--- config.mk ---
export PLATFORM = sky130hd
export DESIGN_NAME = fetch_queue
export DESIGN_NICKNAME = d
export VERILOG_FILES = /design/src/rtl/fetch_queue.sv
export SDC_FILE = /design/constraint.sdc
export NUM_CORES = 1
export LEC_CHECK = 0
export CAP_MARGIN = 20
export CORE_MARGIN = 3
export CORE_UTILIZATION = 40
export DETAILED_ROUTE_END_ITERATION = 8
export DONT_BUFFER_PORTS = 1
export GPL_ROUTABILITY_DRIVEN = 0
export SETUP_SLACK_MARGIN = 0.3
export SYNTH_ARGS = -nofsm -noshare
export SYNTH_HDL_FRONTEND = slang
export SYNTH_SLANG_ARGS = --single-unit
--- constraint.sdc ---
create_clock -name clk -period 2.76 [get_ports clk]
set_input_delay 0.414 -clock clk [delete_from_list [all_inputs] [get_ports clk]]
set_output_delay 0.414 -clock clk [all_outputs]
set_load 0.01 [all_outputs]
--- src/rtl/fetch_queue.sv ---
// fetch_queue
// Decoupled instruction-fetch front end. It issues at most one sequential IMEM
// read per cycle, buffers each returned word with its PC in a DEPTH-entry FIFO,
// and presents the FIFO head to decode through a valid/ready handshake. A
// redirect from EX flushes the FIFO and drops any response arriving that cycle.
// In the same cycle it issues the fetch of the new target, so no bubble is added.
//
// Ports:
//   clk, rst_n      clock, asynchronous active-low reset
//   redirect_valid  EX requests a PC change this cycle
//   redirect_pc     new fetch target (bits [1:0] ignored)
//   imem_en         IMEM read request this cycle
//   imem_addr       IMEM word-aligned byte address (holds fetch_pc when idle)
//   imem_rdata      IMEM read data, valid the cycle after imem_en
//   id_valid        head entry presented to decode
//   id_ready        decode accepts the head entry
//   id_instr        head instruction, NOP when id_valid=0
//   id_pc           head PC, 0 when id_valid=0
//   occupancy       number of entries currently stored
module fetch_queue #(
    parameter int unsigned     XLEN     = 32,
    parameter int unsigned     DEPTH    = 4,
    parameter logic [XLEN-1:0] RESET_PC = '0
) (
    input  logic                       clk,
    input  logic                       rst_n,
    input  logic                       redirect_valid,
    input  logic [XLEN-1:0]            redirect_pc,
    output logic                       imem_en,
    output logic [XLEN-1:0]            imem_addr,
    input  logic [31:0]                imem_rdata,
    output logic                       id_valid,
    input  logic                       id_ready,
    output logic [31:0]                id_instr,
    output logic [XLEN-1:0]            id_pc,
    output logic [$clog2(DEPTH+1)-1:0] occupancy
);

    localparam int unsigned PTR_W = $clog2(DEPTH);
    localparam int unsigned CNT_W = $clog2(DEPTH+1);
    localparam logic [31:0] NOP   = 32'h0000_0013;

    logic [XLEN-1:0]  fetch_pc;
    logic             vld_p1;        // one request outstanding at IMEM
    logic [XLEN-1:0]  pc_p1;         // PC of that outstanding request
    logic [31:0]      fifo_instr [DEPTH];
    logic [XLEN-1:0]  fifo_pc    [DEPTH];
    logic [PTR_W-1:0] rd_ptr;
    logic [PTR_W-1:0] wr_ptr;
    logic [CNT_W-1:0] count;

    logic [XLEN-1:0]  redirect_base;
    logic [CNT_W:0]   used;
    logic             credit_ok;
    logic             issue;
    logic             push;
    logic             pop;
    logic             unused_pc_bits;

    assign redirect_base  = {redirect_pc[XLEN-1:2], 2'b00};
    assign unused_pc_bits = ^redirect_pc[1:0];

    // Credit counts stored entries plus the outstanding response. A pop in the
    // same cycle is deliberately not credited, which keeps overflow impossible.
    assign used      = {1'b0, count} + (CNT_W+1)'(vld_p1);
    assign credit_ok = used < (CNT_W+1)'(DEPTH);

    // Gating with rst_n keeps imem_en low while reset is held; the first request
    // goes out as soon as reset releases.
    assign issue     = rst_n && (redirect_valid || credit_ok);
    assign imem_en   = issue;
    assign imem_addr = (rst_n && redirect_valid) ? redirect_base : fetch_pc;

    assign push      = vld_p1 && !redirect_valid;
    assign id_valid  = (count != '0) && !redirect_valid;
    assign pop       = id_valid && id_ready;

    assign id_instr  = id_valid ? fifo_instr[rd_ptr] : NOP;
    assign id_pc     = id_valid ? fifo_pc[rd_ptr]    : '0;
    assign occupancy = count;

    // ---- stage p0 -> p1: request issue, FIFO control ----
    always_ff @(posedge clk or negedge rst_n) begin
        if (!rst_n) begin
            fetch_pc <= RESET_PC;
            vld_p1   <= 1'b0;
            rd_ptr   <= '0;
            wr_ptr   <= '0;
            count    <= '0;
        end else if (redirect_valid) begin
            fetch_pc <= redirect_base + XLEN'(4);
            vld_p1   <= 1'b1;
            rd_ptr   <= '0;
            wr_ptr   <= '0;
            count    <= '0;
        end else begin
            if (push) wr_ptr <= wr_ptr + PTR_W'(1);
            if (pop)  rd_ptr <= rd_ptr + PTR_W'(1);
            case ({push, pop})
                2'b10:   count <= count + CNT_W'(1);
                2'b01:   count <= count - CNT_W'(1);
                default: count <= count;
            endcase
            if (issue) begin
                fetch_pc <= fetch_pc + XLEN'(4);
                vld_p1   <= 1'b1;
            end else begin
                vld_p1   <= 1'b0;
            end
        end
    end

    // ---- stage p1 -> FIFO: response capture (data path, not reset) ----
    always_ff @(posedge clk) begin
        if (redirect_valid) begin
            pc_p1 <= redirect_base;
        end else if (issue) begin
            pc_p1 <= fetch_pc;
        end
        if (push) begin
            fifo_instr[wr_ptr] <= imem_rdata;
            fifo_pc[wr_ptr]    <= pc_p1;
        end
    end

endmodule

# Yosys cells after proc, flatten, opt, wreduce, memory -nomap -nowiden
# Memory sizes are Yosys's and may differ from the RTL's.
# Cells that the tools add are included.
[classes]
muxes = 17
eq_ne = 2
magnitude_cmp = 1
n_addsub = 7
reduce_logical = 12
[op_table]
columns = ["cell", "n"]
rows = [
  ["$mux W32", 7],
  ["$add A32 B3 Y32 const B", 2],
  ["$mux W2", 4],
  ["$pmux W3 S2", 1],
  ["$reduce_bool A2 Y1", 3],
  ["$reduce_bool A3 Y1", 2],
  ["$logic_and A1 B1 Y1", 5],
  ["$add A2 B1 Y2 const B", 2],
  ["$add A3 B1 Y4", 1],
  ["$lt A4 B3 Y1 const B", 1],
  ["$mux W1", 4],
  ["$add A3 B1 Y3 const B", 1],
  ["$mux W3", 1],
  ["$sub A3 B1 Y3 const B", 1],
  ["$eq A2 B1 Y1 const B", 1],
  ["$eq A2 B2 Y1 const B", 1],
  ["$logic_not A1 Y1", 1],
  ["$logic_or A1 B1 Y1", 1],
]
[word_totals]
ram_bits = 256
out_inout_bits = 101
reg_bits = 72
n_memories = 2
[mem_list]
columns = ["memory", "depth", "width", "read_ports", "rd_ports_with_merged_regs", "wr", "line_no", "source"]
rows = [
  ["fifo_instr", 4, 32, 1, 0, 1, "46", "logic [31:0] fifo_instr [DEPTH];"],
  ["fifo_pc", 4, 32, 1, 0, 1, "47", "logic [XLEN-1:0] fifo_pc [DEPTH];"],
]

# Depth between registers and ports, before layout
# Gate-level depths: netlist of the first run.
[depth]
word_depth = 6
mapped_depth = 11
ltp_nobuf = 9

# Least setup slack after synthesis of the first run
# No wires, ideal clock.
[synth_timing]
path_kind = "input-to-reg"
startpoint = "input port redirect_valid"
endpoint = "memory fifo_instr[0][0] (enable)"
required_time_ns = 2.333
arrival_ns = 2.559
path_buffers = 3
slack_ns = -0.226
cell_stages = 5
path_cell_list = "buf_6 > buf_2 > clkbuf_1 > nor2b_1 > and2_1"
[synth_between]
elab_chain_len = 4
[synth_lines]
columns = ["item", "line_no", "source"]
rows = [
  ["start, declared", "27", "input logic redirect_valid,"],
  ["$logic_not A1 Y1", "74", "assign push = vld_p1 && !redirect_valid;"],
  ["$logic_and A1 B1 Y1", "74", ""],
  ["$mux W1", "120", "if (push) begin"],
  ["$mux W1 (not written as such)", "121", "fifo_instr[wr_ptr] <= imem_rdata;"],
  ["end, declared", "46", ""],
]
# No other way between the ends.

# Final worst setup path of the first run
[layout_timing]
startpoint = "register rd_ptr[0]"
endpoint = "output port id_instr[1]"
[layout_between]
elab_chain_len = 2
[layout_lines]
columns = ["item", "line_no", "source"]
rows = [
  ["start, declared", "48", "logic [PTR_W-1:0] rd_ptr;"],
  ["start signal, assigned", "98", "if (pop) rd_ptr <= rd_ptr + PTR_W'(1);"],
  ["$mem_v2 Z4 W32", "n/a", ""],
  ["$mux W32", "78", "assign id_instr = id_valid ? fifo_instr[rd_ptr] : NOP;"],
  ["end, declared", "34", "output logic [31:0] id_instr,"],
]
# No other way between the ends.

==> implementation parameters, run 1 <==
Parameter                              Value

Status
  Run status    completed

Floorplanning
  Die width    189 um
  Floorplan row count    66
  IO Pins    169
  Area of the die    35,700 um^2
  DIE HEIGHT    189 um
  Core ar.    32,800 um^2
  Initial Utilization    40.8%

Yosys
  Post-synth top area cell    edfxtp_1
  Cell area after synthesis    13,400 um^2
  Top-area cell type share of the netlist area    62.4%
  Register area share after synthesis    69.5%
  Number of distinct library cells after synthesis    54
  Number of enable-type register cells in the synthesized netlist    278
  Number of standard cells after synthesis    769
  Top area cells in the synthesized netlist    edfxtp_1, mux4_2, dfrtp_1, mux2_2, and2_1
  Share of flip-flops with an asynchronous set or reset after synthesis    12.0%
  Synthesis warning total    0
  Synthesized flop and latch total    316
  Syn_area_per_cell    17.4 um^2
  Most used flip-flop cell after synthesis    edfxtp_1

STA
  Worst clock skew on the final layout    0.0149 ns
  Worst hold slack across all endpoints    0.139 ns
  Share of the clock period used by the worst path after layout    89.8%
  Minimum clock period    2.48 ns
  Slew Viols, Final    0
  Peak Freq    404 MHz
  Count of final hold-check violations    0
  Setup-violating endpoint count in the final report    0
  RSZ-0062 raised after global routing    yes
  Post-Route Setup TNS    0 ns
  Worst-margin pin slew    0.562 ns
  Worst slew slack as a fraction of its limit    61.4%

Clocking
  Clock tree from TritonCTS    built
  Clock transition at the registers of the reported paths    0.06 ns
  Cts bufs inserted    35
  Max clock buf depth    3
  Clk Latency, worst-skew pair    0.50 ns
  Clk sink count    316
  H-Tree Depth    2
  Root buffer cell    clkbuf_16

Global route
  Wire length of the first global-routing pass    44,000 um
  Antenna violations before repair    0
  Via count of the first global-routing pass    7,222
  GRT Total Usage    16.1%
  Largest net degree at the start of global routing    72
  Total congestion overflow    0

Detailed routing
  Router iterations before antenna repair    5
  Average wire per standard cell    21.9 um
  DR vias/cell    5.30
  DR vias    6,915
  Violation count after the first detailed-route iteration    405
  DRC    0
  DRT Wirelength    28,600 um
  Antenna Nets Post-Route    0

Worst hold path
  Number of instances on the worst hold path    2
  Class of the worst hold path    input port to flop
  Worst hold start    id_ready

Cells and area
  Count of inserted antenna diode cells    0
  Syn-to-layout area delta    18.0%
  Net count of the finished layout    911
  Final cell area excluding filler cells    15,800 um^2
  Proportion of layout cells with a drive suffix above 1    25.8%

Worst setup path
  Category of the worst setup path launch point    flop
  Data required, critical path    2.35 ns
  Master of the slowest instance on the critical path    dfrtp_4
  Number of stages on the worst setup path    4
  WP data arrival    2.06 ns
  Element type at the critical path end    output pin
  Startpoint-to-endpoint class of the critical path    flop to output pin
  Cells along the critical path    buf_12 -> buf_4 -> mux4_2 -> or3_4
  Family of cells with the greatest summed delay on the critical path    flip-flops
  Critical path's largest stage delay    0.48 ns
  Worst Reg-to-Reg Cells    6
  WP buf/inv    2
  Critical R2R Launch    fetch_pc[4]
  Maximum fanout along the worst path    6
  First element of the critical path    rd_ptr[0]

Power
  Cell area power density    873 nW/um^2
  IR Drop Worst-Case VDD    405 uV
  Leak pwr    5.26 nW

Placement
  Area post-placement    14,100 um^2
  Count of port buffers added during placement    0
  Total half-perimeter wirelength after legalization and detailed placement    17,500 um

Run
  Number of maximum-capacitance constraint violations    0
==> layer usage <==
metal  vias up  wire length (um)  part of all wire [%]  track usage [%]
met5         -                 0                     0                0
met2       215             13800                    48             26.6
li1       3152                 -                     -                -
met4         0               745                   2.6             4.84
met1      3497             12300                    43             21.5
met3        51              1730                   6.0             3.83
==> what timing repair did <==
| action | 4_1_cts | 5_1_grt |
|---|---|---|
| setup endpoints to repair | 62 | 58 |
| hold buffers | 35 | 0 |
| gates cloned | 0 | 1 |
| buffers inserted | 8 | 0 |
| endpoints found under the hold margin | 172 | 0 |
| gates resized for setup | 10 | 3 |
==> kinds of logic after synthesis <==
group                    synth area share (%)
flip-flops                               69.5
multiplexers                             15.7
XOR/XNOR                                 1.51
buffers and inverters                    1.79
adder cells (fa/ha/maj)                 0.617
AND/OR/NAND/NOR                          8.00
other                                  0.0280
AO/OA/AOI/OAI                            2.80
==> placed cells by master, fill, tap and decap left out, types with 21 or more instances in the layout <==
cell type	n
a21oi_1	21
and2_1	63
clkbuf_16	38
dfrtp_1	34
dlygate4sd3_1	34
edfxtp_1	278
mux2_2	52
mux4_2	62
nand2_1	28
nor2_1	26
==> area by class of cell <==
cell class / count / area (um^2)
Tap cell: 442 / 553
Clock buffer: 48 / 1010
Inverter: 11 / 41.3
Multi-Input combinational cell: 402 / 3880
Sequential cell: 316 / 9310
Clock inverter: 15 / 136
Timing Repair Buffer: 71 / 846
Fill cell: 2775 / 17000
==> metrics by stage <==
stage / setup slack (ns) / cells / power [W] / util (%)
after floorplan: 0.355 / 772 / 0.00826 / -
after global placement: 0.496 / 1198 / 0.00905 / 43.0
after detailed placement: 0.473 / 1198 / 0.00911 / 43.0
after CTS: 0.253 / 1304 / 0.0140 / 48.0
after global routing: 0.243 / 1305 / 0.0145 / 48.1
final: 0.282 / 1305 / 0.0138 / 48.1
==> registers in the layout, summed over array words and instances (netlist names) <==
name and count:
fifo_instr 128, fetch_pc 30, fifo_pc 120, pc_p1 30, wr_ptr 2, rd_ptr 2, vld_p1 1, occupancy 3
==> path summary, 6_finish.rpt <==
| path | slack [ns] | end |
|---|---|---|
| worst max-delay path | 0.28 | id_instr[1] |
| worst min-delay path | 0.14 | rd_ptr[0] |
| worst max register to register | 0.68 | fetch_pc[27] |
| worst min register to register | 0.49 | fifo_pc[3][31] |
| max in group asynchronous | 2.05 | rd_ptr[1] |
| min in group asynchronous | 0.45 | fetch_pc[7] |
==> power by group <==
| group | internal [W] | switching (W) |
|---|---|---|
| registers | 0.00595 | 0.000389 |
| logic | 0.00138 | 0.00150 |
| clock network | 0.00275 | 0.00181 |
| total | 0.0101 | 0.00370 |
==> synthesized netlist by cell type, types with 3 or more instances <==
master and count:
nor2_1 27, xnor2_1 10, nand3_1 12, buf_4 4
a31oi_1 3, nand2_1 28, mux2i_1 10, xor2_1 13
nand4_1 16, o21a_1 4, o21ai_0 5, nor3_1 7
dfrtp_1 38, buf_1 8, edfxtp_1 278, inv_1 10
mux2_2 52, o31ai_1 8, clkbuf_1 24, a21oi_1 22
nand4b_1 3, and2_1 67, buf_2 5, o21ai_1 4
or3_1 3, mux4_2 62, ha_1 5, and4_1 3
nand3b_1 4
No activity file was read; power rests on OpenSTA's default activity.
==> inputs of run 2 (changes only) <==
- CORE_UTILIZATION: 40 -> 51
- PLACE_DENSITY: unset -> 0.69
==> run 2 against run 1 <==
Count of clock-buffer cells in the layout decreased by 13. Routed wire length shrank 1.7%. Design area is 1.1% lower. Combinational power grew 9.4%. Die area fell by 21%. Fmax increased by 1.2%. Non-clock buffer count unchanged. Cell count is 9.0% lower. Worst hold slack got worse by 0.042 ns. Global-route usage increased by 3.6 points. Largest cell class unchanged. First-iteration DRC count up 26%.
==> implementation parameters, run 2 (synthesis results as in run 1) <==
Parameter                              Value

Worst setup path
  Maximum fanout along the worst path    9
  Data required, critical path    2.35 ns
  R2r endpoint    occupancy[2]
  Reg-to-reg setup timing slack    0.61 ns
  Element type at the critical path end    output pin
  Critical R2R Launch    occupancy[0]
  Category of the worst setup path launch point    flop
  Master of the slowest instance on the critical path    mux4_2
  Critical path's largest stage delay    0.52 ns
  WP data arrival    2.03 ns
  Worst Reg-to-Reg Cells    10
  Cells along the critical path    buf_8 -> buf_12 -> mux4_2 -> and2_1
  Startpoint-to-endpoint class of the critical path    flop to output pin

Detailed routing
  Router iterations before antenna repair    5
  DR vias    7,123
  DR vias/cell    6.00
  Average wire per standard cell    23.6 um
  DRC    0
  Violation count after the first detailed-route iteration    509
  Antenna Nets Post-Route    0
  DRT Wirelength    28,100 um

Clocking
  Cts bufs inserted    31
  Clk Latency, worst-skew pair    0.55 ns
  Clock tree from TritonCTS    built
  Root buffer cell    clkbuf_16
  Clk sink count    316
  Clock transition at the registers of the reported paths    0.06 ns
  H-Tree Depth    1
  Max clock buf depth    3

STA
  Post-Route Setup TNS    0 ns
  Share of the clock period used by the worst path after layout    88.7%
  Worst hold slack across all endpoints    0.0968 ns
  Minimum clock period    2.45 ns
  Peak Freq    408 MHz
  RSZ-0062 raised after global routing    yes
  Worst-margin pin slew    0.588 ns
  Slew Viols, Final    0
  Worst clock skew on the final layout    0.00954 ns
  Worst slew slack as a fraction of its limit    60.7%
  Count of final hold-check violations    0
  Setup-violating endpoint count in the final report    0

Floorplanning
  DIE HEIGHT    168 um
  IO Pins    169
  Core ar.    25,500 um^2
  Die width    168 um
  Initial Utilization    52.5%
  Floorplan row count    58
  Area of the die    28,200 um^2

Power
  Cell area power density    867 nW/um^2
  Portion of total power attributed to the clock network    29.9%
  Comb pwr share    23.2%
  Switching portion of total power    27.1%
  IR Drop Worst-Case VDD    667 uV
  Leak pwr    5.25 nW
  Internal power    0.00986 W
  Sequential share of power    46.9%
  Final total power    0.0135 W
  Net Sw Power    0.00367 W

Placement
  Total half-perimeter wirelength after legalization and detailed placement    17,300 um
  Count of port buffers added during placement    0

Cells and area
  Max reg flops    128
  Largest registers    fifo_instr: 128 flops, fifo_pc: 120 flops
  Proportion of layout cells with a drive suffix above 1    28.7%
  Flip-flop and latch area    9310 um^2
  Count of inserted antenna diode cells    0
  Commonest cells after routing, fill and taps aside    edfxtp_1, mux4_2, mux2_2
  Most common library cell in the layout ignoring fill and taps    edfxtp_1
  Number of fill cells in the layout    1,784
  Syn-to-layout area delta    16.7%
  Area taken by multi-input logic gates    3960 um^2
  Share of the core filled with cells in the final layout    61.3%
  Largest reg by FF count    fifo_instr
  Net count of the finished layout    907

Global route
  Via count of the first global-routing pass    7,446
  Antenna violations before repair    0
  Total congestion overflow    0
  GRT Total Usage    19.7%
  Largest net degree at the start of global routing    72
  Wire length of the first global-routing pass    43,500 um

Run
  Number of maximum-capacitance constraint violations    0

Status
  Run status    completed

Worst hold path
  Worst hold start    id_ready
  Class of the worst hold path    input port to flop
  Number of instances on the worst hold path    2
  Min-Delay Endpoint    rd_ptr[0]
-- run 2: changes by cell type in the layout (fill, tap and decap cells not counted), sizes merged --
cell / before / now
clkbuf: 49 / 39
bufinv: 2 / 3
inv: 14 / 12
clkinvlp: 2 / 3
buf: 36 / 33
clkinv: 8 / 16
-- run 2: layout make-up --
type	count	area share [%]
clock inverter	23	1.25
clock buffer	35	5.07
timing repair buffer	71	5.77
inverter	11	0.265
tap	330	2.65
multi-input combinational	402	25.4
sequential	316	59.6
-- run 2: layer usage --
metal	up-vias	share of wire, %	global-route usage [%]
met3	42	6.8	4.46
met4	0	2.2	5.02
met1	3658	40	25.7
li1	3160	-	-
met5	-	0	0
met2	263	51	33.9
-- run 2: how the worst max path moves through the flow --
stage | from | endpoint | slack (ns) | cells after the start
global placement | rd_ptr[0] | id_instr[31] | 0.50 | 3
CTS | rd_ptr[0] | id_instr[14] | 0.24 | 4
detailed placement | rd_ptr[0] | id_instr[31] | 0.47 | 3
floorplan | redirect_valid | fetch_pc[20] | 0.35 | 11
global route | rd_ptr[0] | id_instr[15] | 0.25 | 4
finish | rd_ptr[0] | id_instr[31] | 0.31 | 4
-- run 2: per-stage QoR --
stage	area (um^2)	instances	setup slack (ns)
floorplan	13400	772	0.355
global placement	13900	1080	0.504
detailed placement	13900	1080	0.472
CTS	15400	1184	0.240
global route	15600	1188	0.250
finish	15600	1188	0.311
-- run 2: power by group through the flow --
stage | Clock, W | Sequential [W] | Combinational [W]
after CTS | 0.00413 | 0.00634 | 0.00293
after detailed placement | 0 | 0.00652 | 0.00254
after global placement | 0 | 0.00646 | 0.00247
after floorplan | 0 | 0.00628 | 0.00198
after global routing | 0.00435 | 0.00641 | 0.00339
final | 0.00405 | 0.00635 | 0.00314
-- run 2: worst max-delay path, delay by kind of cell, from the launching register on --
family | cells | cell delay (ns)
DFF | 1 | 0.47
buffers and inverters | 2 | 0.30
and+or+nand+nor | 1 | 0.21
muxes | 1 | 0.52
-- run 2: repair_timing --
item,in CTS,in global routing
endpoints found under the hold margin,172,0
resized for setup,15,36
hold buffers,35,0
setup endpoints to repair,62,59
setup buffers,10,0
cloned,1,4
==> inputs of run 3 (changes only) <==
- CELL_PAD_IN_SITES_DETAIL_PLACEMENT: unset -> 0
- CELL_PAD_IN_SITES_GLOBAL_PLACEMENT: unset -> 1
- CORE_UTILIZATION: 51 -> 23
- PLACE_DENSITY: 0.69 -> unset
- PLACE_DENSITY_LB_ADDON: unset -> 0.1
==> run 3 against run 2 <==
Non-clock buffer count up 14. Clock power up 31%. Worst hold slack worse by 0.024 ns. Cell count up 38%. Sequential share of layout area down 4.1 points. Power up 13%. Count of clock-buffer cells in the layout up 7. Routed wire length up 30%. Sequential power about the same. Critical path type unchanged. Largest cell class unchanged. Highest routed layer unchanged.
==> implementation parameters, run 3 (synthesis results as in run 1) <==
Parameter                              Value

Status
  Run status    completed

Clocking
  Clock transition at the registers of the reported paths    0.06 ns
  H-Tree Depth    2
  Cts bufs inserted    39
  Root buffer cell    clkbuf_16
  Clk sink count    316
  Clk Latency, worst-skew pair    0.55 ns
  Max clock buf depth    3
  Clock tree from TritonCTS    built

STA
  Peak Freq    396 MHz
  Share of the clock period used by the worst path after layout    91.4%
  Minimum clock period    2.52 ns
  Setup-violating endpoint count in the final report    0
  Worst slew slack as a fraction of its limit    64.4%
  Worst clock skew on the final layout    0.0199 ns
  Worst-margin pin slew    0.520 ns
  RSZ-0062 raised after global routing    yes
  Slew Viols, Final    0
  Count of final hold-check violations    0
  Post-Route Setup TNS    0 ns
  Worst setup slack after layout    0.236 ns

Cells and area
  Largest registers    fifo_instr: 128 flops, fifo_pc: 120 flops
  Proportion of layout cells with a drive suffix above 1    33.6%
  Count of inserted antenna diode cells    0
  Syn-to-layout area delta    25.3%
  Largest reg by FF count    fifo_instr
  Max reg flops    128
  Commonest cells after routing, fill and taps aside    edfxtp_1, mux4_2, and2_4
  Most common library cell in the layout ignoring fill and taps    edfxtp_1
  Net count of the finished layout    929

Detailed routing
  Met2 wirelength from detailed routing    18,300 um
  DRT Wirelength    36,400 um
  Average wire per standard cell    22.2 um
  Routed met1 length    15,100 um
  Violation count after the first detailed-route iteration    324
  Routed length on met3    2260 um
  Antenna Nets Post-Route    0
  DRC    0
  Router iterations before antenna repair    5
  DR vias/cell    4.33
  Top routing layer in use    met4
  DR vias    7,115

Run
  Number of maximum-capacitance constraint violations    0

Floorplanning
  DIE HEIGHT    247 um
  Initial Utilization    23.5%
  Core ar.    56,900 um^2
  Area of the die    61,100 um^2
  IO Pins    169
  Die width    247 um
  Floorplan row count    87

Worst setup path
  Element type at the critical path end    output pin
  Startpoint-to-endpoint class of the critical path    flop to output pin
  Maximum fanout along the worst path    7
  WP data arrival    2.11 ns
  Data required, critical path    2.35 ns
  Category of the worst setup path launch point    flop

Global route
  Largest net degree at the start of global routing    72
  GRT Total Usage    11.9%
  Antenna violations before repair    0
  Via count of the first global-routing pass    7,862
  Total congestion overflow    0
  Wire length of the first global-routing pass    53,300 um

Placement
  Pre-CTS worst setup slack    0.520 ns
  Total half-perimeter wirelength after legalization and detailed placement    23,400 um
  Count of port buffers added during placement    0

Worst hold path
  Class of the worst hold path    input port to flop

Power
  Leak pwr    5.57 nW
  Internal power    0.0111 W
  Sequential share of power    41.5%
  Comb pwr share    23.5%
  Net Sw Power    0.00419 W
  Switching portion of total power    27.5%
  Cell area power density    910 nW/um^2
  Portion of total power attributed to the clock network    34.9%
  IR Drop Worst-Case VDD    319 uV
[run 3: changes by cell type in the layout (fill, tap and decap cells not counted), moves of 3 or more]
| cell | delta |
|---|---|
| clkinv_2 | +3 |
| and2_1 | -22 |
| clkbuf_16 | +6 |
| bufinv_16 | +4 |
| buf_4 | +9 |
| buf_16 | +6 |
| and2_4 | +22 |
[run 3: through the flow]
| step | utilization [%] | hold WS, ns | power [W] | cells | area (um^2) |
|---|---|---|---|---|---|
| 6_report | 29.4 | 0.0731 | 0.0153 | 1642 | 16800 |
| 5_1_grt | 29.4 | 0.0462 | 0.0161 | 1642 | 16800 |
| 4_1_cts | 29.3 | 0.0185 | 0.0155 | 1639 | 16700 |
| 3_5_place_dp | 25.5 | 0.120 | 0.00932 | 1516 | 14500 |
| 3_3_place_gp | 25.5 | 0.121 | 0.00925 | 1516 | 14500 |
| 2_1_floorplan | - | 0.118 | 0.00826 | 772 | 13400 |
[run 3: layer usage]
metal | vias up | global-route usage [%]
met3 | 51 | 3.63
met2 | 174 | 20.8
li1 | 3192 | -
met5 | - | 0
met1 | 3698 | 14.3
met4 | 0 | 3.13
[run 3: layout make-up]
class	count	area, um^2
clock buffer	42	1010
tap	756	946
inverter	11	41.3
timing repair buffer	85	1100
sequential	316	9310
multi-input combinational	402	4020
clock inverter	30	339
fill	5609	40200
[run 3: final timing paths]
path	start	slack, ns	cells after the start	endpoint
min in group asynchronous	rst_n	0.42	2	fetch_pc[8]
hold / removal	id_ready	0.07	2	rd_ptr[0]
hold reg to reg	pc_p1[4]	0.49	0	fifo_pc[1][4]
max in group asynchronous	rst_n	2.09	2	rd_ptr[0]
setup / recovery	rd_ptr[0]	0.24	4	id_instr[1]
setup reg to reg	fetch_pc[4]	0.61	6	fetch_pc[29]
[run 3: worst max-delay path, stage by stage, from the launching register on]
cell and delay (ns):
dfrtp_4 0.50, buf_12 0.16, buf_6 0.12, mux4_2 0.41, or3_4 0.37
[run 3: power groups by stage]
stage	logic [W]	clock network [W]	registers, W
finish	0.00359	0.00532	0.00634
detailed placement	0.00283	0	0.00649
CTS	0.00363	0.00553	0.00634
floorplan	0.00198	0	0.00628
global route	0.00392	0.00573	0.00640
global placement	0.00280	0	0.00645
[run 3: what timing repair did]
item | 4_1_cts | 5_1_grt
cloned | 6 | 1
endpoints found under the hold margin | 172 | 0
gates resized for setup | 58 | 17
setup buffers | 10 | 2
hold buffers | 35 | 0
setup endpoints to repair | 62 | 62
